`config.mk`:
```
export PLATFORM = sky130hd
export DESIGN_NAME = axis_acc_serializer
export DESIGN_NICKNAME = d
export VERILOG_FILES = /design/src/rtl/axis_acc_serializer_pkg.sv /design/src/rtl/axis_acc_serializer_sat.sv /design/src/rtl/axis_acc_serializer.sv
export SDC_FILE = /design/constraint.sdc
export NUM_CORES = 1
export LEC_CHECK = 0
export ABC_AREA = 1
export BUFFER_PORTS_ARGS = -buffer_cell sky130_fd_sc_hd__buf_2
export CAP_MARGIN = 20
export CORE_AREA = 2 2 168 170
export CTS_BUF_LIST = sky130_fd_sc_hd__clkbuf_2 sky130_fd_sc_hd__clkbuf_4 sky130_fd_sc_hd__clkbuf_8
export DETAILED_ROUTE_END_ITERATION = 7
export DIE_AREA = 0 0 170 172
export GPL_TIMING_DRIVEN = 0
export HOLD_SLACK_MARGIN = 0.06
export PLACE_DENSITY = 0.76
export SLEW_MARGIN = 10
export SYNTH_ARGS = -nofsm -noshare
export SYNTH_HDL_FRONTEND = slang
export SYNTH_HIERARCHICAL = 1
export SYNTH_SLANG_ARGS = --single-unit
```
`constraint.sdc`:
```
create_clock -name aclk -period 1.9 [get_ports aclk]
set_input_delay 0.285 -clock aclk [delete_from_list [all_inputs] [get_ports aclk]]
set_output_delay 0.285 -clock aclk [all_outputs]
set_load 0.1 [all_outputs]
```
`src/rtl/axis_acc_serializer_pkg.sv`:
```
// Shared parameters and types for the accumulator-tile serializer.
// Width macros default here; ACC_SERIALIZER_SAT_EN enables output saturation.
`ifndef COLS
`define COLS 4
`endif
`ifndef ROWS
`define ROWS 2
`endif
`ifndef WORD_WIDTH_ACC
`define WORD_WIDTH_ACC 32
`endif
`ifndef WORD_WIDTH
`define WORD_WIDTH 8
`endif
`ifndef TUSER_WIDTH
`define TUSER_WIDTH 8
`endif

package axis_acc_serializer_pkg;
  typedef logic [`TUSER_WIDTH-1:0] tuser_st;
  typedef enum logic {EMPTY = 1'b0, SHIFT = 1'b1} ser_state_e;
endpackage

```
`src/rtl/axis_acc_serializer_sat.sv`:
```
// acc_sat: ROWS parallel signed clamps to a W-bit range, sign-extended back to WACC.
module acc_sat #(
  parameter int ROWS = 2,
  parameter int WACC = 32,
  parameter int W    = 8
) (
  input  logic [ROWS-1:0][WACC-1:0] din_i,
  output logic [ROWS-1:0][WACC-1:0] dout_o
);
  localparam logic signed [WACC-1:0] MAXV = {{(WACC-W+1){1'b0}}, {(W-1){1'b1}}};
  localparam logic signed [WACC-1:0] MINV = {{(WACC-W+1){1'b1}}, {(W-1){1'b0}}};

  for (genvar r = 0; r < ROWS; r++) begin : g_row
    logic signed [WACC-1:0] w;
    assign w         = din_i[r];
    assign dout_o[r] = (w > MAXV) ? MAXV : (w < MINV) ? MINV : w;
  end
endmodule

```
`src/rtl/axis_acc_serializer.sv`:
```
// Serializes one COLSxROWS accumulator tile into COLS column beats, 1 beat/cycle sustained.
// Define ACC_SERIALIZER_SAT_EN to clamp output words to `WORD_WIDTH signed.
module axis_acc_serializer
  import axis_acc_serializer_pkg::*;
(
  input  logic                                               aclk,
  input  logic                                               aresetn,
  input  logic                                               s_axis_tvalid,
  output logic                                               s_axis_tready,
  input  logic [`COLS-1:0][`ROWS-1:0][`WORD_WIDTH_ACC-1:0]   s_axis_tdata,
  input  tuser_st                                            s_axis_tuser,
  input  logic                                               s_axis_tlast,
  output logic                                               m_axis_tvalid,
  input  logic                                               m_axis_tready,
  output logic [`ROWS-1:0][`WORD_WIDTH_ACC-1:0]              m_axis_tdata,
  output tuser_st                                            m_axis_tuser,
  output logic                                               m_axis_tlast
);
  localparam int COLS           = `COLS;
  localparam int ROWS           = `ROWS;
  localparam int WORD_WIDTH_ACC = `WORD_WIDTH_ACC;
  localparam int TUSER_WIDTH    = `TUSER_WIDTH;
  localparam int COL_W          = (COLS > 1) ? $clog2(COLS) : 1;

  ser_state_e                                    state_q;
  logic [COL_W-1:0]                              col_q;
  logic [COLS-1:0][ROWS-1:0][WORD_WIDTH_ACC-1:0] tile_q;
  logic [TUSER_WIDTH-1:0]                        user_q;
  logic                                          last_q;

  logic                           last_col, s_hs, m_hs;
  logic [ROWS-1:0][WORD_WIDTH_ACC-1:0] col_data;

  assign last_col      = (col_q == COL_W'(COLS-1));
  assign s_axis_tready = (state_q == EMPTY) | (m_axis_tready & last_col);
  assign s_hs          = s_axis_tvalid & s_axis_tready;
  assign m_hs          = m_axis_tvalid & m_axis_tready;

  // A new tile may land in the same cycle the last column leaves: no bubble.
  always_ff @(posedge aclk) begin
    if (!aresetn) begin
      state_q <= EMPTY;
      col_q   <= '0;
      tile_q  <= '0;
      user_q  <= '0;
      last_q  <= 1'b0;
    end else if (s_hs) begin
      state_q <= SHIFT;
      col_q   <= '0;
      tile_q  <= s_axis_tdata;
      user_q  <= s_axis_tuser;
      last_q  <= s_axis_tlast;
    end else if (m_hs) begin
      if (last_col) state_q <= EMPTY;
      else          col_q   <= col_q + COL_W'(1);
    end
  end

  assign col_data      = tile_q[col_q];
  assign m_axis_tvalid = (state_q == SHIFT);
  assign m_axis_tuser  = tuser_st'(user_q);
  // Gated by state so tlast never lingers high on an idle bus.
  assign m_axis_tlast  = (state_q == SHIFT) & last_q & last_col;

`ifdef ACC_SERIALIZER_SAT_EN
  acc_sat #(
    .ROWS (ROWS),
    .WACC (WORD_WIDTH_ACC),
    .W    (`WORD_WIDTH)
  ) u_sat (
    .din_i  (col_data),
    .dout_o (m_axis_tdata)
  );
`else
  assign m_axis_tdata = col_data;
`endif
endmodule

```
==> impl_metrics.tcl, run 1 <==
set metrics [dict create \
    period_minus_slack_ns 2.19 \
    crit_arrival_ns 1.90 \
    status "finished with violations" \
    p_leak_nw 10.2 \
    drv_slew 0 \
    syn_area_mm2 0.0138 \
    cts_root_buffer "clkbuf_8" \
    yosysSeqAreaShare 0.390 \
    pwr-share-clk 0.305 \
    grt_first_pass_wirelength_um 86500 \
    ir_drop_mv 0.508 \
    placedCellCount 2877 \
    drive_above_1_share 0.257 \
    port_buffers 341 \
    cp_slowest_cell "dfxtp_4" \
    clock_path_buffers 3 \
    vias_per_cell 5.55 \
    rsz0062_at_grt "true" \
    drc 0 \
    dieWidth_um 170 \
    criticalPathCategory "flop to primary output" \
    dr.pass1.iters 6 \
    cp_common_cell "buf_12" \
    fmax_mhz 457 \
    avgSynthCellArea_um2 6.28 \
    switchingPower_mw 6.05 \
    worstMarginPinSlew_ns 0.923 \
    clk_latency_ns 0.57 \
    cts_tree "yes" \
    fin_crit_sh 1.15 \
    p_int_mw 11.0 \
    setup_ws_ns -0.288 \
    cp-end-kind "primary output" \
    max_cap_violations 0 \
    io_pins 344 \
    hp-class "primary input to flop" \
    numClockSinks 268 \
    start_kind "flop" \
    grt_pass1_vias 17100 \
    cpLargestDelayFamily "buffers and inverters" \
    seqPwrFrac 0.376 \
    grt_max_degree 19 \
    dp_hpwl_um 36600 \
    die-area_mm2 0.0292 \
    wire_per_inst_um 18.3 \
    combinationalPowerShare 0.318 \
    place_congestion 0.935 \
    rows 61 \
    stdcell_area_mm2 0.0211 \
    path_cells "inv_2, buf_12, clkbuf_8, o21ai_1, o21ai_4, buf_12" \
    initial_core_util 0.501 \
    htree_levels 2 \
    dpl-instance-area_mm2 0.0166 \
    hold_viol 0 \
    dr.first_iter.drc_count 1862 \
    antenna_left 0 \
    required_ns 1.62 \
    r2r_slack_ns 0.07 \
    layout.nets 3006 \
    fin_skew_ns 0.0227 \
    num_vias 17300 \
    area_delta_synth_final_pct 53.4 \
    synth-seq-cells 268 \
    synth_cells 2190 \
    grt_antenna_before_repair 1 \
    path_max_fanout 10 \
    clk_pin_slew_ns 0.06 \
    violations "setup timing" \
    grt-ovfl-total 0 \
    critPathMaxStageDelay_ns 0.37 \
    synth_nets 2460 \
    grt_usage 0.376 \
    die_h_um 172 \
    cp_num_buf_inv 4 \
    ys_warn_count 6 \
    core_mm2 0.0275 \
    cts_buffers 45 \
    synthDistinctLibCells 16 \
    stdcell_count 3112 \
    maxSlewHeadroom 0.384 \
    p_sw_frac 0.355 \
    p_per_area_mw_per_mm2 808 \
    drt_wl_total_um 56900 \
    setup_viol 65 \
]
-- state kept, by name (all words and copies together), names as in the netlist --
signal / flops
col_q: 2
last_q: 1
m_axis_tuser: 8
m_axis_tvalid: 1
tile_q: 256
-- metrics by stage --
step | util | total power, mW | setup TNS (ns) | hold slack (ns) | setup slack (ns)
final | 0.768 | 17.0 | -15.56 | 0.0630 | -0.288
after global placement | 0.605 | 10.7 | -22.03 | 0.455 | -0.487
after floorplan | - | 9.67 | -0.156 | 0.446 | -0.156
after global routing | 0.768 | 17.6 | -18.08 | 0.0636 | -0.324
after detailed placement | 0.605 | 10.7 | -23.48 | 0.463 | -0.504
after CTS | 0.759 | 16.8 | -14.94 | 0.0600 | -0.290
-- path summary, 6_finish.rpt --
check,start,endpoint,depth (start not counted)
max,col_q[0],m_axis_tdata[10],6
min,s_axis_tdata[251],tile_q[251],5
max reg2reg,col_q[0],tile_q[151],8
min reg2reg,m_axis_tuser[4],m_axis_tuser[4],2
-- per-layer routing --
metal / vias to the layer above / global-route usage / part of all wire
met3: 246 / 0.0678 / 0.081
li1: 8011 / - / -
met5: - / 0 / 0
met2: 1062 / 0.648 / 0.48
met4: 0 / 0.210 / 0.056
met1: 7958 / 0.446 / 0.39
-- cell usage in the layout (no fill, tap or decap) --
master           n
o21ai_0          1
a21oi_1        267
clkinvlp_4       1
o21ai_4         91
dfxtp_2          2
inv_1          268
ha_1             1
nand2_1        274
dfxtp_1        265
clkbuf_8        72
buf_1           29
buf_4           22
o21ai_1         67
clkbuf_4        22
buf_6           16
nand2_2          1
clkbuf_2         1
buf_2          322
nand4_1          2
nor2_4          11
diode_2          3
nor2_2          30
inv_2            2
dlygate4sd3_1  157
dfxtp_4          1
clkbuf_1        38
buf_12          74
nand3_1        266
nor2_1         418
buf_8            9
o21ai_2         33
-- layout make-up --
class / count / area [um2]
diodes: 3 / 7.51
plain buffers: 189 / 1380
clock buffers: 73 / 873
clock inverters: 1 / 7.51
fillers: 1896 / 6370
inverters: 270 / 1010
multi-input cells: 1462 / 7720
flip-flops and latches: 268 / 5370
well taps: 346 / 433
repair buffers: 500 / 4300
-- cell usage after synthesis (all sizes together) --
library cell | count | area, um2
buf | 125 | 724
nand3 | 266 | 1330
o21ai | 192 | 961
nand2 | 275 | 1030
a21oi | 267 | 1340
clkbuf | 65 | 244
nor2 | 459 | 1720
inv | 270 | 1010
dfxtp | 268 | 5370
nand4 | 2 | 12.5
ha | 1 | 12.5
-- power by group through the flow --
stage                     Combinational, mW  Sequential (mW)  Clock [mW]
final                                  5.43             6.41        5.21
after global routing                   5.74             6.45        5.42
after CTS                              5.21             6.38        5.18
after detailed placement               4.29             6.45           0
after global placement                 4.23             6.43           0
after floorplan                        3.17             6.51           0
-- timing repair --
item                                    CTS  global route
hold buffers                            157             0
gates resized for setup                 600            65
pin swaps                                 7             4
endpoints found under the setup margin   66           105
hold endpoints to repair                157             0
setup buffers                             2             0
-- kinds of logic after synthesis --
group | after synthesis | share of synthesized area
compound gates | 459 | 0.167
flops | 268 | 0.390
fa+ha+maj | 1 | 0.000909
simple gates | 1002 | 0.298
buf+inv | 460 | 0.144
-- worst min-delay path, stage by stage --
cell,delay [ns]
buf_2,0.08
inv_1,0.05
nand3_1,0.08
nand2_1,0.05
nor2_1,0.07
Note: power is estimated with default switching activity, not from simulation.
==> run 2, diff against run 1 <==
--- a/config.mk
+++ b/config.mk
@@ -8,15 +8,14 @@
 export ABC_AREA = 1
 export BUFFER_PORTS_ARGS = -buffer_cell sky130_fd_sc_hd__buf_2
 export CAP_MARGIN = 20
-export CORE_AREA = 2 2 168 170
+export CORE_AREA = 2 2 120 238
 export CTS_BUF_LIST = sky130_fd_sc_hd__clkbuf_2 sky130_fd_sc_hd__clkbuf_4 sky130_fd_sc_hd__clkbuf_8
 export DETAILED_ROUTE_END_ITERATION = 7
-export DIE_AREA = 0 0 170 172
+export DIE_AREA = 0 0 122 240
 export GPL_TIMING_DRIVEN = 0
 export HOLD_SLACK_MARGIN = 0.06
 export PLACE_DENSITY = 0.76
 export SLEW_MARGIN = 10
 export SYNTH_ARGS = -nofsm -noshare
 export SYNTH_HDL_FRONTEND = slang
-export SYNTH_HIERARCHICAL = 1
 export SYNTH_SLANG_ARGS = --single-unit
==> run 2 against run 1 <==
The run still ends with setup timing left. Clock-buffer cell count is 7 lower. Sequential share of layout area grew 1.1 points. Power decreased by 2.4%. First-iteration DRC count decreased by 39%. Sequential power about the same. Clock skew is 0.0074 ns lower. Maximum frequency rose by 0.95%. Wire length is 6.9% lower. Die area up 0.14%. Area after synthesis is the same. Hold slack gained 0.0059 ns. Critical endpoint is now m_axis_tdata[31]. Largest cell class unchanged.
==> impl_metrics.tcl, run 2 <==
set metrics [dict create \
    status "finished with violations" \
    violations "setup timing" \
    port_buffers 341 \
    num_vias 16200 \
    cts_buffers 40 \
    drive_above_1_share 0.288 \
    place_congestion 0.933 \
    synth_nets 2460 \
    synth-edff-count 0 \
    grt_max_degree 20 \
    drv_slew 0 \
    grt_usage 0.346 \
    combinationalPowerShare 0.313 \
    maxSlewHeadroom 0.276 \
    wire_per_inst_um 17.7 \
    numClockSinks 268 \
    max_cap_violations 0 \
    die_h_um 240 \
    synth_top_area_frac 0.390 \
    dr.pass1.iters 5 \
    hp-class "primary input to flop" \
    grt_antenna_before_repair 1 \
    cts_root_buffer "clkbuf_8" \
    fmax_mhz 461 \
    setup_ws_ns -0.267 \
    p_sw_frac 0.355 \
    syn_area_mm2 0.0138 \
    grt-ovfl-total 0 \
    pre_cts_ws_ns -0.570 \
    dp_hpwl_um 38200 \
    antenna_left 0 \
    utilization 0.738 \
    clk_latency_ns 0.54 \
    layout.nets 2885 \
    avgSynthCellArea_um2 6.28 \
    hold_viol 0 \
    synth_cells 2190 \
    grt_pass1_vias 15900 \
    largest_reg_flops 256 \
    ir_drop_mv 0.637 \
    initial_core_util 0.501 \
    area_delta_synth_final_pct 47.1 \
    p_int_mw 10.7 \
    worstMarginPinSlew_ns 1.09 \
    core_mm2 0.0274 \
    io_pins 344 \
    dieWidth_um 122 \
    seqPwrFrac 0.386 \
    fin_skew_ns 0.0152 \
    synthDistinctLibCells 16 \
    rows 86 \
    pwr-share-clk 0.301 \
    yosysSeqAreaShare 0.390 \
    vias_per_cell 5.42 \
    layout_commonest_cell "nor2_1" \
    synth_top_cells_by_count "nor2_1 (459), nand2_1 (275), inv_1 (269), dfxtp_1 (268), a21oi_1 (267)" \
    final.setup.tns_ns -13.47 \
    htree_levels 2 \
    fin_crit_sh 1.14 \
    ys.flop_type "dfxtp_1" \
    final_cell_mix "nor2_1 (391), buf_2 (320), nand2_1 (275)" \
    cts_tree "yes" \
    required_ns 1.62 \
    path_max_fanout 10 \
    fill_cells 2210 \
    dr.first_iter.drc_count 1127 \
    clk_pin_slew_ns 0.07 \
    yosysMostFrequentCell "nor2_1" \
    crit_arrival_ns 1.88 \
    synth-seq-cells 268 \
    drt_wl_total_um 52900 \
    cp-end-kind "primary output" \
    clock_path_buffers 3 \
    start_kind "flop" \
    synth_area_leader_cell "dfxtp_1" \
    period_minus_slack_ns 2.17 \
    rsz0062_at_grt "true" \
    ys_warn_count 0 \
    criticalPathCategory "flop to primary output" \
    grt_first_pass_wirelength_um 78100 \
    p_per_area_mw_per_mm2 822 \
    drc 0 \
    synth_area_leaders "dfxtp_1 (39%), nor2_1 (13%), a21oi_1 (9.7%)" \
    total_power_mw 16.6 \
    ys_async_sr_fraction 0 \
    die-area_mm2 0.0293 \
    switchingPower_mw 5.90 \
    p_leak_nw 9.85 \
    r2r_slack_ns 0.10 \
    setup_viol 65 \
    top_register "tile_q" \
]
==> run 2: changes by cell type in the layout (fill, tap and decap cells not counted), moves of 3 or more <==
| cell | delta |
|---|---|
| dlygate4sd3_1 | -124 |
| buf_8 | -5 |
| nor2_1 | -27 |
| o21ai_1 | -23 |
| nor2_4 | +6 |
| o21ai_2 | +19 |
| o21ai_4 | +4 |
| clkbuf_16 | +8 |
| clkinv_2 | +3 |
| clkbuf_8 | -4 |
| nor2_2 | +21 |
| clkbuf_4 | -6 |
| buf_4 | +8 |
==> run 2: per-stage QoR <==
stage	cells	instance area (um2)	hold slack, ns
global route	2995	20200	0.0712
global placement	2883	16600	0.455
CTS	2985	19800	0.0604
finish	2995	20200	0.0689
floorplan	2190	14500	0.446
detailed placement	2883	16600	0.462
==> run 2: worst paths after layout <==
path                                        start          endpoint  cells past startpoint
worst min-delay path            s_axis_tdata[154]       tile_q[154]                      5
worst max register to register           col_q[0]         tile_q[4]                     10
worst max-delay path                     col_q[0]  m_axis_tdata[31]                      6
worst min register to register        tile_q[174]       tile_q[174]                      2
==> run 2: power by group through the flow <==
| stage | Sequential [mW] | Clock [mW] | Combinational, mW |
|---|---|---|---|
| 2_1_floorplan | 6.51 | 0 | 3.17 |
| 3_3_place_gp | 6.44 | 0 | 4.27 |
| 3_5_place_dp | 6.46 | 0 | 4.32 |
| 4_1_cts | 6.38 | 5.02 | 5.08 |
| 5_1_grt | 6.45 | 5.26 | 5.51 |
| 6_report | 6.42 | 5.02 | 5.21 |
==> run 2: layer usage <==
metal / vias to the layer above / wire length, um / track usage
li1: 7787 / - / -
met1: 7422 / 17900 / 0.343
met2: 758 / 26700 / 0.618
met3: 274 / 3040 / 0.0448
met4: 0 / 5210 / 0.304
met5: - / 0 / 0
==> run 2: kinds of logic after synthesis <==
| logic type | after synthesis | share of synthesized area |
|---|---|---|
| buf+inv | 460 | 0.144 |
| flops | 268 | 0.390 |
| compound gates | 459 | 0.167 |
| fa+ha+maj | 1 | 0.000909 |
| simple gates | 1002 | 0.298 |
==> run 2: what timing repair did <==
item / in CTS / in global routing
gates resized for setup: 650 / 91
pin swaps: 16 / 10
hold endpoints to repair: 33 / 0
hold buffers: 33 / 0
gates cloned: 1 / 1
endpoints found under the setup margin: 66 / 69
buffers inserted: 0 / 8
==> run 2: final cells by class <==
cell class,instances,area [um2],share of cell area
flip-flops and latches,268,5370,0.266
plain buffers,189,1490,0.0736
well taps,352,440,0.0218
multi-input cells,1462,7930,0.392
inverters,270,1020,0.0506
diodes,1,2.50,0.000124
clock inverters,3,15.0,0.000742
clock buffers,66,833,0.0412
repair buffers,384,3130,0.155
==> run 2: worst max-delay path, stage by stage (launching register included) <==
cell and delay [ns]:
dfxtp_4 0.37, inv_4 0.08, buf_12 0.17, clkbuf_16 0.19
o21ai_2 0.07, o21ai_4 0.23, buf_12 0.21
==> run 3, diff against run 2 <==
--- a/config.mk
+++ b/config.mk
@@ -8,13 +8,13 @@
 export ABC_AREA = 1
 export BUFFER_PORTS_ARGS = -buffer_cell sky130_fd_sc_hd__buf_2
 export CAP_MARGIN = 20
-export CORE_AREA = 2 2 120 238
+export CORE_AREA = 2 2 152 303
 export CTS_BUF_LIST = sky130_fd_sc_hd__clkbuf_2 sky130_fd_sc_hd__clkbuf_4 sky130_fd_sc_hd__clkbuf_8
 export DETAILED_ROUTE_END_ITERATION = 7
-export DIE_AREA = 0 0 122 240
+export DIE_AREA = 0 0 154 305
 export GPL_TIMING_DRIVEN = 0
 export HOLD_SLACK_MARGIN = 0.06
-export PLACE_DENSITY = 0.76
+export SETUP_SLACK_MARGIN = 0.15
 export SLEW_MARGIN = 10
 export SYNTH_ARGS = -nofsm -noshare
 export SYNTH_HDL_FRONTEND = slang
==> run 3 against run 2 <==
The run still ends with setup timing left. Register-to-register slack improved by 0.08 ns. Worst setup slack lost 0.043 ns. Non-clock buffer count is 203 higher. Critical path type unchanged. Critical endpoint is now s_axis_tready. Largest cell class unchanged.
==> impl_metrics.tcl, run 3 (synthesized netlist as in run 2, its figures left out) <==
set metrics [dict create \
    clk_latency_ns 0.57 \
    drt_wl_total_um 59900 \
    cp_num_buf_inv 4 \
    die-area_mm2 0.0470 \
    clock_path_buffers 3 \
    path_cells "ha_1, nand2_1, nand2_2, buf_8, buf_12, buf_12, buf_16" \
    criticalPathCategory "flop to primary output" \
    hold_depth 5 \
    status "finished with violations" \
    cp_slowest_cell "dfxtp_4" \
    multiInputGateArea_mm2 0.00818 \
    largest_reg_flops 256 \
    register_area_mm2 0.00537 \
    wl_met2_um 29800 \
    period_minus_slack_ns 2.21 \
    final_cell_mix "nor2_1 (393), buf_2 (315), nand2_1 (274)" \
    wire_per_inst_um 17.6 \
    worstSetupPathDepth 7 \
    cts_root_buffer "clkbuf_8" \
    hold_ws_ns 0.0843 \
    dr.first_iter.drc_count 919 \
    setup_viol 66 \
    dr.pass1.iters 5 \
    die_h_um 305 \
    p_per_area_mw_per_mm2 760 \
    layout_commonest_cell "nor2_1" \
    grt_max_degree 11 \
    core_mm2 0.0447 \
    cp-end-kind "primary output" \
    dp_hpwl_um 41900 \
    p_leak_nw 10.9 \
    r2r_cells 9 \
    numClockSinks 268 \
    cp_common_cell "buf_12" \
    drv_slew 0 \
    port_buffers 341 \
    hp-class "primary input to flop" \
    area_delta_synth_final_pct 68.1 \
    cts_tree "yes" \
    layout.nets 3090 \
    num_vias 16300 \
    antenna_left 0 \
    wl_met3_um 3730 \
    drive_above_1_share 0.284 \
    dieWidth_um 154 \
    fin_skew_ns 0.0191 \
    initial_core_util 0.308 \
    ir_drop_mv 0.441 \
    worstMarginPinSlew_ns 0.990 \
    hold_viol 0 \
    fill_cells 4258 \
    grt_pass1_vias 16500 \
    top_register "tile_q" \
    rows 110 \
    io_pins 344 \
    place_congestion 0.859 \
    cpLargestDelayFamily "buffers and inverters" \
    clk_pin_slew_ns 0.07 \
    top_layer_used "met5" \
    path_max_fanout 10 \
    drc 0 \
    grt-ovfl-total 0 \
    vias_per_cell 4.79 \
    stdcell_count 3409 \
    max_cap_violations 0 \
    critPathMaxStageDelay_ns 0.40 \
    setup_ws_ns -0.310 \
    htree_levels 2 \
    placedCellCount 3091 \
    crit_arrival_ns 1.92 \
    rsz0062_at_grt "true" \
    required_ns 1.62 \
    fin_crit_sh 1.16 \
    m1WireLength_um 24800 \
    grt_first_pass_wirelength_um 89700 \
    grt_antenna_before_repair 2 \
    grt_usage 0.245 \
    fmax_mhz 453 \
    maxSlewHeadroom 0.340 \
    start_kind "flop" \
    cts_buffers 42 \
    violations "setup timing" \
]
-- run 3: final cells by class --
cell class | count | share of cell area
clock buffer | 64 | 0.0370
tap | 560 | 0.0303
antenna | 1 | 0.000108
clock inverter | 8 | 0.00314
multi-input combinational | 1462 | 0.354
inverter | 270 | 0.0443
timing repair buffer | 586 | 0.227
sequential | 268 | 0.232
buffer | 190 | 0.0717
-- run 3: final timing paths --
path	end	start	slack [ns]
worst max-delay path	s_axis_tready	col_q[0]	-0.31
worst min-delay path	tile_q[222]	s_axis_tdata[222]	0.08
worst max register to register	tile_q[133]	col_q[0]	0.18
worst min register to register	tile_q[64]	tile_q[64]	0.48
-- run 3: what timing repair did --
item	CTS	global route
setup endpoints to repair	152	285
buffers inserted	6	3
hold endpoints to repair	230	0
cloned	3	4
hold buffers	229	0
gates resized for setup	578	268
pin swaps	21	31
-- run 3: metal layers --
| layer | track usage | vias to the layer above |
|---|---|---|
| li1 | - | 8194 |
| met1 | 0.295 | 7473 |
| met2 | 0.442 | 574 |
| met3 | 0.0439 | 76 |
| met4 | 0.0711 | 2 |
| met5 | 0 | - |
-- run 3: metrics by stage --
stage / setup TNS, ns / power [mW] / cell area (um2) / setup WS [ns] / utilization
after CTS: -20.72 / 17.3 / 22000 / -0.417 / 0.493
after global placement: -30.85 / 10.8 / 16900 / -0.672 / 0.378
after global routing: -21.27 / 18.3 / 23100 / -0.390 / 0.517
after detailed placement: -30.80 / 10.8 / 16900 / -0.661 / 0.378
after floorplan: -0.0486 / 9.65 / 14500 / -0.0486 / -
final: -16.79 / 17.6 / 23100 / -0.310 / 0.517
-- run 3: power breakdown --
part	internal [mW]	switching (mW)
combinational	2.24	3.45
clock	3.01	2.45
sequential	6.10	0.321
total	11.3	6.22
-- run 3: worst reg2reg max path, cell delays in order, from the launching register on --
cell     delay, ns
dfxtp_4       0.40
ha_1          0.22
nand2_1       0.08
nand2_2       0.07
buf_8         0.13
buf_12        0.14
buf_16        0.19
buf_6         0.18
a21oi_1       0.13
nor2_1        0.06
